## src/rtl/byte_stripe_ctrl.sv

```systemverilog
`default_nettype none
// ============================================================================
//  Module      : byte_stripe_ctrl
//  Description : Stripes a byte stream into lane0/lane1 pairs. Odd-length
//                packets and stalled half-pairs are completed with PAD_BYTE.
//                A single-entry output register with valid/ready backpressure
//                allows back-to-back delivery and acceptance with no bubble.
//  Revision    : 1.0 - initial release
// ============================================================================
module byte_stripe_ctrl #(
    parameter logic [7:0]  PAD_BYTE = 8'hF7,
    parameter int unsigned TIMEOUT  = 16
) (
    input  logic        clk,
    input  logic        reset,
    input  logic [7:0]  in_data,
    input  logic        in_valid,
    input  logic        in_last,
    output logic        in_ready,
    output logic [7:0]  lane0,
    output logic [7:0]  lane1,
    output logic        lanes_valid,
    input  logic        lanes_ready,
    output logic [15:0] pair_count,
    output logic [15:0] pad_count
);

    // Idle count at which the timeout fires: the pad pair appears in the
    // cycle right after the TIMEOUT-th idle HALF cycle.
    localparam logic [7:0] c_IDLE_LAST = 8'(TIMEOUT - 1);

    typedef enum logic [1:0] {
        S_EMPTY = 2'd0,
        S_HALF  = 2'd1,
        S_FULL  = 2'd2
    } state_t;

    state_t      state_q, state_d;
    logic [7:0]  hold_q,  hold_d;
    logic [7:0]  lane0_q, lane0_d;
    logic [7:0]  lane1_q, lane1_d;
    logic [7:0]  idle_q,  idle_d;
    logic [15:0] pair_q,  pair_d;
    logic [15:0] pad_q,   pad_d;

    logic w_accept;
    logic w_deliver;

    assign in_ready    = (state_q != S_FULL) || lanes_ready;
    assign lanes_valid = (state_q == S_FULL);
    assign lane0       = lane0_q;
    assign lane1       = lane1_q;
    assign pair_count  = pair_q;
    assign pad_count   = pad_q;

    assign w_accept  = in_valid && in_ready;
    assign w_deliver = (state_q == S_FULL) && lanes_ready;

    // State and datapath registers; reset discards any held byte or pair.
    always_ff @(posedge clk) begin
        if (reset) begin
            state_q <= S_EMPTY;
            hold_q  <= 8'h00;
            lane0_q <= 8'h00;
            lane1_q <= 8'h00;
            idle_q  <= 8'h00;
            pair_q  <= 16'h0000;
            pad_q   <= 16'h0000;
        end else begin
            state_q <= state_d;
            hold_q  <= hold_d;
            lane0_q <= lane0_d;
            lane1_q <= lane1_d;
            idle_q  <= idle_d;
            pair_q  <= pair_d;
            pad_q   <= pad_d;
        end
    end

    // Next-state logic: pair assembly, padding, timeout and delivery.
    always_comb begin
        state_d = state_q;
        hold_d  = hold_q;
        lane0_d = lane0_q;
        lane1_d = lane1_q;
        idle_d  = idle_q;
        pair_d  = pair_q;
        pad_d   = pad_q;

        case (state_q)
            S_EMPTY: begin
                if (w_accept) begin
                    if (in_last) begin
                        lane0_d = in_data;
                        lane1_d = PAD_BYTE;
                        pad_d   = pad_q + 16'd1;
                        state_d = S_FULL;
                    end else begin
                        hold_d  = in_data;
                        idle_d  = 8'h00;
                        state_d = S_HALF;
                    end
                end
            end

            S_HALF: begin
                if (w_accept) begin
                    // Second byte completes the pair whatever in_last says.
                    lane0_d = hold_q;
                    lane1_d = in_data;
                    state_d = S_FULL;
                end else if (idle_q == c_IDLE_LAST) begin
                    lane0_d = hold_q;
                    lane1_d = PAD_BYTE;
                    pad_d   = pad_q + 16'd1;
                    state_d = S_FULL;
                end else begin
                    idle_d = idle_q + 8'd1;
                end
            end

            S_FULL: begin
                if (w_deliver) begin
                    pair_d  = pair_q + 16'd1;
                    lane0_d = 8'h00;
                    lane1_d = 8'h00;
                    state_d = S_EMPTY;
                    // A byte taken in the delivery cycle is handled as if
                    // arriving in EMPTY, so the stream sees no bubble.
                    if (w_accept) begin
                        if (in_last) begin
                            lane0_d = in_data;
                            lane1_d = PAD_BYTE;
                            pad_d   = pad_q + 16'd1;
                            state_d = S_FULL;
                        end else begin
                            hold_d  = in_data;
                            idle_d  = 8'h00;
                            state_d = S_HALF;
                        end
                    end
                end
            end

            default: begin
                state_d = S_EMPTY;
                lane0_d = 8'h00;
                lane1_d = 8'h00;
            end
        endcase
    end

endmodule
`default_nettype wire

```

## config.mk

```make
export PLATFORM = sky130hd
export DESIGN_NAME = byte_stripe_ctrl
export DESIGN_NICKNAME = d
export VERILOG_FILES = /design/src/rtl/byte_stripe_ctrl.sv
export SDC_FILE = /design/constraint.sdc
export NUM_CORES = 1
export LEC_CHECK = 0
export ABC_AREA = 1
export CAP_MARGIN = 10
export CORE_MARGIN = 1
export CORE_UTILIZATION = 40
export CTS_CLUSTER_SIZE = 28
export DETAILED_ROUTE_END_ITERATION = 16
export GPL_TIMING_DRIVEN = 0
export HOLD_SLACK_MARGIN = 0.15
export PLACE_DENSITY = 0.65
export SYNTH_ARGS = -nofsm -noshare
export SYNTH_HDL_FRONTEND = slang
export SYNTH_SLANG_ARGS = --single-unit
```

## constraint.sdc

```tcl
create_clock -name clk -period 3.05 [get_ports clk]
set_input_delay 0.4575 -clock clk [delete_from_list [all_inputs] [get_ports clk]]
set_output_delay 0.4575 -clock clk [all_outputs]
set_load 0.03 [all_outputs]
```

==> out/metrics.yaml <==
timing:
  post-route-min-period_ns: 2.25
  drv_slew: 0
  final-setup-viol-count: 0
  fin_crit_sh_pct: 73.8
  max_freq_mhz: 444
  setup_tns_ns: 0
  fin_skew_ns: 0.00756
  worst_slew_pin_slew_ns: 0.682
  rsz0062_at_grt: "no"
  hold_violations: 0
  fin_ws_ns: 0.799
  slew-limit-headroom_pct: 54.3
synthesis:
  yosysWarningCount: 0
  yosysUniqueCellTypes: 33
  synthesis.area_um2: 3770
  syn-num-nets: 585
  netlist.area_leader.share_pct: 35.1
  synth_area_leader_cell: "dfxtp_1"
  synth_seq_area_share_pct: 35.1
  syn_area_per_cell_um2: 6.62
  syn_inst: 569
  yosys-top-cells-area: "dfxtp_1 35%, nand2_1 17%, nand3_1 7.4%"
  ys_seq_elements: 66
clocking:
  cts_hold_buf: 0
  htreeDepth: 3
  numClockSinks: 66
  cts_tree: "done"
  cts-root-buf: "clkbuf_8"
  cts_inserted_buffers: 9
  post_cts_buffers: 0
  post_cts_resized: 0
  clockBufferDepth: 2
  clk_latency_ns: 0.34
  path_clk_slew_ns: 0.07
place:
  numPortBuffers: 59
  place_congestion: 0.907
  place_ws_ns: 0.657
  dpl_cell_area_um2: 4500
  place_hpwl_um: 7260
layout:
  design_area_um2: 4730
  drive_above_1_share_pct: 9.94
  syn2layout_area_growth_pct: 25.6
  fin_nets: 655
  antenna_cells: 0
routing:
  dr.pass1.iters: 4
  vias: 3851
  via_per_inst: 5.10
  drc_errors: 0
  drt_iter0_markers: 181
  routed_wl_um: 9800
  wl_per_cell_um: 13.0
  postRouteAntennaNets: 0
job:
  max-cap-violations: 0
worst_setup_path:
  critical_path_class: "reg2out"
  critPathCaptureType: "output port"
  crit_fanout: 10
  worstSetupStartpointType: "flop"
  arrival_ns: 1.79
  required_ns: 2.59
grt:
  grt_overflow: 0
  grt_max_degree: 12
  antenna_found_initial: 0
  track_usage_pct: 21.2
  grt_pass1_wl_um: 16700
  grt_pass1_vias: 3626
die:
  ioPinCount: 63
  die_x_um: 99.1
  die_h_um: 99.1
  core_um2: 9200
  die_area_um2: 9810
  initial_core_util_pct: 41.0
  rows: 35
worst_hold_path:
  hp-class: "reg2reg"
power:
  p_leak_nw: 1.84
  peakVddDrop_mv: 0.243
  powerDensity_nw_per_um2: 476
run_status:
  status: "finished, final reports clean"
area by class of cell:
cell class,count,area (um2)
Inverter,57,216
Clock inverter,5,103
Clock buffer,11,131
Timing Repair Buffer,59,591
Multi-Input combinational cell,425,2110
Fill cell,928,4470
Tap cell,111,139
Sequential cell,66,1320
Buffer,21,124
layer usage:
layer,global-route usage (%),routed length [um],up-vias,part of all wire [%]
li1,-,-,1970,-
met1,26.2,4510,1743,46
met2,36.0,4620,118,47
met3,4.89,467,20,4.8
met4,8.26,202,0,2.1
met5,0,0,-,0
path summary, 6_finish.rpt:
check / startpoint / endpoint / slack, ns / cells after the start
worst max register to register: idle_q[0]$_SDFFE_PP0P_ / lane1[5]$_SDFFE_PP0P_ / 1.19 / 9
worst max-delay path: state_q[1]$_SDFFE_PP0P_ / lanes_valid / 0.80 / 3
worst min-delay path: lane1[3]$_SDFFE_PP0P_ / lane1[3]$_SDFFE_PP0P_ / 0.46 / 2
worst min register to register: lane1[3]$_SDFFE_PP0P_ / lane1[3]$_SDFFE_PP0P_ / 0.46 / 2
cells in the mapped netlist:
master and instances:
nand2_1 174, dfxtp_1 66, nand3_1 56, nor2_1 53, inv_1 51, a21oi_1 47, nand4_1 15, o21ai_0 15
nand2_2 13, clkbuf_1 11, xor2_1 9, a21oi_2 8, nor3_1 7, inv_2 5, buf_6 4, nand3b_1 4
xnor2_1 4, buf_2 3, buf_4 3, ha_1 3, a31oi_1 2, nand2_4 2, nand3_2 2, nor2_2 2
nor2_8 2, and3_1 1, inv_4 1, nand3_4 1, nand4_4 1, nor2_4 1, o21a_1 1, o21bai_2 1
o21bai_4 1
where the power goes:
group | internal [mW] | leakage, nW | switching [mW]
clock network | 0.542 | 0.114 | 0.331
logic | 0.158 | 1.19 | 0.293
registers | 0.902 | 0.536 | 0.0281
total | 1.60 | 1.84 | 0.652
layout by cell type (no fill, tap or decap), types with 5 or more instances in the layout:
cell type,instances
inv_2,5
nand2_2,13
xor2_1,9
nor2_1,53
nand4_1,15
nor3_1,7
clkdlybuf4s50_1,59
dfxtp_1,66
clkbuf_8,9
a21oi_1,47
o21ai_0,15
nand3_1,56
nand2_1,174
a21oi_2,8
inv_1,51
clkbuf_1,13
critical path: stages, from the launching register on:
cell and delay, ns:
dfxtp_1 0.44, inv_2 0.13, nor2_8 0.19, clkdlybuf4s50_1 0.70
registers in the layout, summed over array words and instances (netlist names):
name	count
idle_q	8
lane1	8
lane0	8
state_q	2
hold_q	8
pair_count	16
pad_count	16
cells by family (layout without fill, tap and decap cells):
family	after synthesis	after routing	synth area share (%)
buf+inv	78	153	9.03
compound gates	75	75	11.4
xor+xnor	13	13	3.02
simple gates	334	334	40.5
flops	66	66	35.1
fa+ha+maj	3	3	0.996
per-stage QoR:
step / util, % / power, mW / std cells / hold slack (ns)
after floorplan: - / 1.25 / 569 / 0.441
after detailed placement: 48.9 / 1.40 / 739 / 0.453
final: 51.4 / 2.25 / 755 / 0.462
after global routing: 51.4 / 2.37 / 755 / 0.479
after CTS: 51.4 / 2.28 / 755 / 0.465
after global placement: 48.9 / 1.39 / 739 / 0.450
Note: power is estimated with default switching activity, not from simulation.
